File: src/rtl/step_drv_pkg.sv
// Shared definitions for the stepper driver: FSM state encoding and coil patterns.
// Build option: define STEP_HALF_EN for the 8-entry half-step sequence; otherwise
// the 4-entry two-phase full-step sequence is used.
package step_drv_pkg;

  typedef enum logic [1:0] {
    IDLE   = 2'd0,
    ACCEL  = 2'd1,
    CRUISE = 2'd2,
    DECEL  = 2'd3
  } state_t;

`ifdef STEP_HALF_EN
  localparam int PH_W = 3;
`else
  localparam int PH_W = 2;
`endif

  // Coil pattern {A, B, A_n, B_n} for a phase index. The sequence lengths are powers
  // of two, so the phase index wraps naturally at its own width.
  function automatic logic [3:0] coil_pattern(input logic [PH_W-1:0] idx);
    logic [3:0] pat;
    pat = 4'b0000;
`ifdef STEP_HALF_EN
    case (idx)
      3'd0: pat = 4'b1000;
      3'd1: pat = 4'b1100;
      3'd2: pat = 4'b0100;
      3'd3: pat = 4'b0110;
      3'd4: pat = 4'b0010;
      3'd5: pat = 4'b0011;
      3'd6: pat = 4'b0001;
      3'd7: pat = 4'b1001;
      default: pat = 4'b0000;
    endcase
`else
    case (idx)
      2'd0: pat = 4'b1100;
      2'd1: pat = 4'b0110;
      2'd2: pat = 4'b0011;
      2'd3: pat = 4'b1001;
      default: pat = 4'b0000;
    endcase
`endif
    return pat;
  endfunction

endpackage

File: src/rtl/step_seq.sv
// Phase sequencer: owns the phase index and the registered coil drive.
// Build option STEP_HALF_EN selects half-step patterns (via step_drv_pkg).
module step_seq
  import step_drv_pkg::*;
(
  input  logic       clk,
  input  logic       rst_n,
  input  logic       step,
  input  logic       dir,
  input  logic       run,
  output logic [3:0] coil
);

  logic [PH_W-1:0] phase;
  logic [PH_W-1:0] phase_next;

  // Advance or retreat the phase index by one on each step.
  always_comb begin
    phase_next = phase;
    if (step) begin
      phase_next = dir ? phase + 1'b1 : phase - 1'b1;
    end
  end

  // Hold the phase index and drive the coils only while the motor is running.
  always_ff @(posedge clk or negedge rst_n) begin
    if (!rst_n) begin
      phase <= '0;
      coil  <= 4'b0000;
    end else begin
      phase <= phase_next;
      coil  <= run ? coil_pattern(phase_next) : 4'b0000;
    end
  end

endmodule

File: src/rtl/step_drv.sv
// Stepper-motor driver: linear speed ramp, step strobe, signed position count.
// Build option STEP_HALF_EN selects half-step coil sequencing.
module step_drv
  import step_drv_pkg::*;
#(
  parameter int DIV_W     = 20,
  parameter int START_DIV = 50000,
  parameter int MIN_DIV   = 10000,
  parameter int RAMP_DEC  = 500,
  parameter int POS_W     = 16
) (
  input  logic             sclk,
  input  logic             s_rst_n,
  input  logic             direct,
  input  logic             enable,
  output logic [3:0]       coil,
  output logic             step_pulse,
  output logic [POS_W-1:0] position,
  output logic             busy
);

  localparam logic [DIV_W-1:0] START_V = DIV_W'(START_DIV);
  localparam logic [DIV_W-1:0] MIN_V   = DIV_W'(MIN_DIV);
  localparam logic [DIV_W-1:0] RAMP_V  = DIV_W'(RAMP_DEC);

  state_t           state;
  logic [DIV_W-1:0] div_cnt;
  logic [DIV_W-1:0] cur_div;
  logic             dir_r;
  logic             step;
  logic [DIV_W-1:0] acc_div;
  logic [DIV_W-1:0] dec_div;

  // Step detection and the clamped next periods for speeding up and slowing down.
  always_comb begin
    step    = (state != IDLE) && (div_cnt == cur_div - 1'b1);
    acc_div = (cur_div >= MIN_V + RAMP_V) ? cur_div - RAMP_V : MIN_V;
    dec_div = (cur_div + RAMP_V >= START_V) ? START_V : cur_div + RAMP_V;
  end

  // Ramp FSM, step divider, direction latch, step strobe and position counter.
  always_ff @(posedge sclk or negedge s_rst_n) begin
    if (!s_rst_n) begin
      state      <= IDLE;
      div_cnt    <= '0;
      cur_div    <= START_V;
      dir_r      <= 1'b0;
      step_pulse <= 1'b0;
      position   <= '0;
    end else begin
      step_pulse <= step;
      if (step) begin
        position <= dir_r ? position + 1'b1 : position - 1'b1;
      end
      if (state != IDLE) begin
        div_cnt <= step ? '0 : div_cnt + 1'b1;
      end
      case (state)
        IDLE: begin
          if (enable) begin
            dir_r   <= direct;
            cur_div <= START_V;
            div_cnt <= '0;
            state   <= ACCEL;
          end
        end
        ACCEL, CRUISE: begin
          if (step && state == ACCEL) begin
            cur_div <= acc_div;
          end
          if (!enable || direct != dir_r) begin
            state <= DECEL;
          end else if (step && state == ACCEL && acc_div == MIN_V) begin
            state <= CRUISE;
          end
        end
        DECEL: begin
          if (step) begin
            cur_div <= dec_div;
            if (dec_div == START_V) begin
              if (!enable) begin
                state <= IDLE;
              end else begin
                dir_r <= direct;
                state <= ACCEL;
              end
            end
          end else if (enable && direct == dir_r) begin
            state <= ACCEL;
          end
        end
        default: state <= IDLE;
      endcase
    end
  end

  assign busy = (state != IDLE);

  step_seq u_seq (
    .clk   (sclk),
    .rst_n (s_rst_n),
    .step  (step),
    .dir   (dir_r),
    .run   (busy),
    .coil  (coil)
  );

endmodule

File: config.mk
export PLATFORM = sky130hd
export DESIGN_NAME = step_drv
export DESIGN_NICKNAME = d
export VERILOG_FILES = /design/src/rtl/step_drv_pkg.sv /design/src/rtl/step_seq.sv /design/src/rtl/step_drv.sv
export SDC_FILE = /design/constraint.sdc
export NUM_CORES = 1
export LEC_CHECK = 0
export ABC_AREA = 0
export BUFFER_PORTS_ARGS = -buffer_cell sky130_fd_sc_hd__buf_2
export CELL_PAD_IN_SITES_DETAIL_PLACEMENT = 1
export CELL_PAD_IN_SITES_GLOBAL_PLACEMENT = 2
export CORE_ASPECT_RATIO = 0.75
export CORE_UTILIZATION = 38
export CTS_BUF_LIST = sky130_fd_sc_hd__clkbuf_16
export CTS_CLUSTER_SIZE = 12
export DETAILED_ROUTE_END_ITERATION = 7
export HOLD_SLACK_MARGIN = 0.05
export PLACE_DENSITY_LB_ADDON = 0.1
export SYNTH_ARGS = -nofsm -noshare
export SYNTH_HDL_FRONTEND = slang
export SYNTH_SLANG_ARGS = --single-unit
export TNS_END_PERCENT = 50
File: constraint.sdc
create_clock -name sclk -period 4.9 [get_ports sclk]
set_input_delay 0.49 -clock sclk [delete_from_list [all_inputs] [get_ports sclk]]
set_output_delay 0.49 -clock sclk [all_outputs]
set_load 0.005 [all_outputs]
# After elaboration in Yosys (flattened, before gate mapping)
# Cells that the tools add are included.
# word_totals
elab_cells	77
output_inout_bits	22
ram_bits	0
mem_bits_ro	0
ff_bits	66
n_memories	0
inputBits	4
latchBits	0
# classes
n_lt_le_gt_ge	2
n_mux	27
bitwise	0
div_mod_pow	0
shift	0
n_mul	0
eq_ne	18
n_reduce_logical	14
addsub	8
# op_table
cell	count
2-to-1 mux 20 bit	9
one-hot mux 20 bit (3 select lines)	1
adder 20 x 1 -> 20 bit, second input constant	1
adder 20 x 9 -> 20 bit, second input constant	1
equality test 20 x 14 -> 1 bit, second input constant	1
equality test 20 x 16 -> 1 bit, second input constant	1
equality test 20 bit	1
>= comparator 20 x 14 -> 1 bit, second input constant	1
>= comparator 20 x 16 -> 1 bit, second input constant	1
subtractor 20 x 1 -> 20 bit, second input constant	1
subtractor 20 x 9 -> 20 bit, second input constant	1
adder 16 x 1 -> 16 bit, second input constant	1
2-to-1 mux 16 bit	1
2-to-1 mux 2 bit	8
one-hot mux 4 bit (4 select lines)	1
subtractor 16 x 1 -> 16 bit, second input constant	1
inequality test 3 bit, second input constant	3
equality test 2 bit, second input constant	4
inequality test 2 bit, second input constant	4
one-hot mux 2 bit (3 select lines)	1
AND reduction 3 bit	2
equality test 2 x 1 -> 1 bit, second input constant	2
logical AND 1 bit	4
logical NOT 2 bit	2
other kinds (12)	16

# Logic depth before layout (Yosys ltp)
# logic_depth
depth_word	8
depth_mapped	17
mapped_depth_nobuf	14

# Cells and area by module
# A second synthesis with hierarchy kept.
# unflattened
hier_cells	657
area_unflattened_um2	5567.8
# modules_own_cells
module	cells_per_inst	instances	area_each_um2
step_drv	638	1	5325.1
step_seq	19	1	242.7

# Worst setup path before layout
# No wires, ideal clock.
# synth_path
kind	reg-to-reg
start	reg cur_div[2]
end	reg u_seq.coil[2]
t_required_ns	4.767
period_less_slack_ns	3.796
arrival_time_ns	3.663
setup_ns	0.133
stages_incl_launch_ff	18
setup_slack_ns	1.104
n_path_buf	3
cell_sequence	dfrtp_1 clkbuf_1 inv_1 ha_1 clkbuf_1 inv_1 nor4_2 nor2b_1 mux2i_1 nor3_1 nand4_1 nand2b_1 buf_2 xnor2_1 inv_1 ha_1 nor2_1 nor2_1
# synth_between
elab_chain_len	7
word_cells_on_any_way	10
# synth_lines
element	line_no	text
start: declaration	step_drv.sv:28	logic [DIV_W-1:0] cur_div;
start signal: assignment	step_drv.sv:69	cur_div <= acc_div;
start signal: assignment	step_drv.sv:79	cur_div <= dec_div;
subtractor 20 x 1 -> 20 bit *	step_drv.sv:36	step = (state != IDLE) && (div_cnt == cur_div - 1'b1);
equality test 20 bit *	step_drv.sv:36	
logical AND 1 bit *	step_drv.sv:36	
2-to-1 mux 2 bit *	step_seq.sv:20	if (step) begin
net u_seq.phase_next[0]	step_seq.sv:15	logic [PH_W-1:0] phase_next;
equality test 2 bit, or another cell as far along	step_drv_pkg.sv:37	case (idx)
one-hot mux 4 bit (4 select lines) *	step_drv_pkg.sv:37	
2-to-1 mux 4 bit *	step_seq.sv:32	coil <= run ? coil_pattern(phase_next) : 4'b0000;
end signal: assignment	step_seq.sv:32	
end: declaration	step_seq.sv:11	output logic [3:0] coil
# Mark *: on every way through the listed nets, which the timed path passes. The rest lies on a longest branch.
# A chain may end at the register's enable or synchronous reset.

# Worst setup path after layout
# layout_path
start	reg cur_div[2]
end	reg u_seq.coil[1]
# Same word-level chain as after synthesis.

==> reports/metrics.cfg <==
[power]
irDropWorstVdd_v = 0.000255
p_per_area_nw_per_um2 = 619
fin_total_pwr_w = 0.00385
leakagePower_nw = 2.63

[floorplanning]
core_area_um2 = 14600
row_count = 38
die-width_um = 144
fp.dieH_um = 108
pin_count = 26
start_util_pct = 39.3
die-area_um2 = 15600

[routing]
via_count = 5247
routed_wl_mm = 18.5
drtIter0Drc = 300
antenna_left = 0
drt-vias-per-instance = 5.80
drc = 0
drtPass1Iterations = 4
wl_per_cell_um = 20.5

[sta]
tns_ns = 0
post-route-period-util_pct = 86.7
finClkSkew_ns = 0.00708
finalHoldViolations = 0
slew_headroom_pct = 38.5
setup_violations = 0
finalCriticalPeriod_ns = 4.25
clock.fmax_mhz = 235
rsz0062_at_grt = false
tightest_slew_ns = 0.923
maxSlewViolCount = 0

[logic_synthesis]
synth_warnings = 0
ys_seq_area_share_pct = 28.9
async_reset_ff_share_pct = 100
synth_ff_type = dfrtp_1
synthCells = 708
synth_edf_count = 0
syn-num-nets = 742
syn_area_per_cell_um2 = 8.10
synth-seq-cells = 66
synth_area_um2 = 5740
yosysUniqueCellTypes = 77

[worst_setup_path]
cp-end-kind = flip-flop
worstSetupPathType = flip-flop to flip-flop
startpoint_type = flip-flop
worstPathArrival_ns = 4.46
critical_path.max_fanout = 13
worstPathRequired_ns = 5.11

[grt]
grt_max_degree = 67
antenna_found_initial = 0
grt_pass1_vias = 5247
grt_overflow = 0
grt_pass1_wl_mm = 29.8
track_usage_pct = 25.5

[run]
drv_cap = 0

[cells_and_area]
syn2layout_area_growth_pct = 8.57
fin_util_pct = 42.7
drive_gt1_share_pct = 10.9
num-nets-final = 734
layout_commonest_cell = nand2_1
final_cell_mix = 71 x nand2_1, 67 x nor2_1, 60 x dfrtp_1
final_cells = 905
final_cell_area_um2 = 6230
fillCellCount = 1783
antenna_cells = 0

[clock_network]
root_buffer = clkbuf_16
clockBufferDepth = 2
post_cts_resized = 0
insertion_delay_ns = 0.35
numCtsBuffers = 9
holdBufCountCts = 0
cts_tree = yes
clkSinkCount = 66
clk_pin_slew_ns = 0.06
cts_setup_buffers = 0
htreeDepth = 3

[run_status]
outcome = complete, no violations

[place]
placed_area_um2 = 5950
portBuffers = 25
place_inst = 889
dp_hpwl_mm = 13.9
gp_congestion = 0.882

[hold_path]
min_path_type = primary input to async pin

==> synth_stat cells (5+ instances only) <==
cell | number | area share, %
a211oi_1 | 6 | 0.79
a31oi_1 | 13 | 1.4
a22o_1 | 12 | 1.8
dfrtp_1 | 60 | 26
clkbuf_1 | 38 | 2.5
nand4_1 | 8 | 0.87
ha_1 | 29 | 6.3
nor4_1 | 10 | 1.1
and2_1 | 5 | 0.55
nand3_1 | 32 | 2.8
nor2_1 | 67 | 4.4
a21oi_1 | 33 | 2.9
a21o_1 | 5 | 0.65
xnor2_1 | 45 | 6.9
buf_1 | 5 | 0.33
nand2_1 | 71 | 4.6
or2_2 | 5 | 0.55
or3_1 | 6 | 0.65
nor4_2 | 5 | 1.1
o21ai_1 | 15 | 1.3
dfstp_2 | 6 | 2.7
nor3_1 | 22 | 1.9
inv_1 | 25 | 1.6
o22ai_1 | 6 | 0.65
xor2_1 | 38 | 5.8
nor2b_1 | 6 | 0.65
nand2b_1 | 7 | 0.76
o21ai_0 | 32 | 2.8
==> report_power, final <==
| part | switching (W) | internal (W) | leakage [nW] | total (W) |
|---|---|---|---|---|
| clock | 0.000281 | 0.000345 | 0.132 | 0.000626 |
| sequential | 0.000329 | 0.000669 | 0.875 | 0.000998 |
| combinational | 0.00142 | 0.000811 | 1.62 | 0.00223 |
| total | 0.00203 | 0.00182 | 2.63 | 0.00385 |
==> layout make-up <==
type / instances / area (um^2) / area share [%]
Multi-Input combinational cell: 566 / 3770 / 60.6
Sequential cell: 66 / 1660 / 26.6
Tap cell: 200 / 250 / 4.02
Clock buffer: 9 / 225 / 3.62
Timing Repair Buffer: 31 / 170 / 2.73
Inverter: 26 / 97.6 / 1.57
Clock inverter: 7 / 51.3 / 0.824
==> worst max-delay path, cell delays in order, from the launching register on <==
cell     delay, ns
dfrtp_1       0.44
buf_4         0.21
inv_1         0.16
ha_1          0.39
inv_1         0.23
nor4_2        0.60
nor2b_1       0.24
mux2i_1       0.09
nor3_1        0.16
buf_4         0.19
nand4_1       0.20
or3_1         0.38
xnor2_1       0.35
ha_1          0.32
nor2b_1       0.14
==> final timing paths <==
| kind | start | endpoint | slack, ns | depth (start not counted) |
|---|---|---|---|---|
| max in group asynchronous | s_rst_n | cur_div[2] | 3.93 | 2 |
| worst min register to register | position[15] | position[15] | 0.47 | 1 |
| worst max register to register | cur_div[2] | u_seq.coil[1] | 0.65 | 14 |
| min in group sclk | direct | dir_r | 0.39 | 2 |
| worst min-delay path | s_rst_n | cur_div[13] | 0.35 | 2 |
| worst max-delay path | cur_div[2] | u_seq.coil[1] | 0.65 | 14 |
==> per-stage QoR <==
step                      setup slack (ns)  hold slack, ns
after global routing                 0.318           0.385
after global placement               0.932           0.454
after CTS                            0.664           0.376
after floorplan                       1.10           0.194
after detailed placement             0.688           0.456
final                                0.652           0.351
==> per-layer routing <==
metal | track usage, % | vias up | part of all wire (%)
met1 | 38.9 | 2602 | 53
met5 | 0 | - | 0
met3 | 5.09 | 23 | 4.8
met4 | 6.46 | 0 | 1.2
met2 | 35.7 | 108 | 41
li1 | - | 2514 | -
==> kinds of logic after synthesis <==
logic type / Yosys count / synth area share (%)
simple gates: 271 / 24.3
fa+ha+maj: 30 / 6.68
compound gates: 173 / 20.5
mux: 9 / 1.68
flops: 66 / 28.9
xor+xnor: 83 / 12.7
buf+inv: 76 / 5.28
==> sequential cells by signal, indices dropped and copies added (netlist names) <==
signal       cells
div_cnt         20
u_seq.coil       4
u_seq.phase      2
state            2
dir_r            1
step_pulse       1
cur_div         20
position        16
Power figures use the tool's default switching activity.
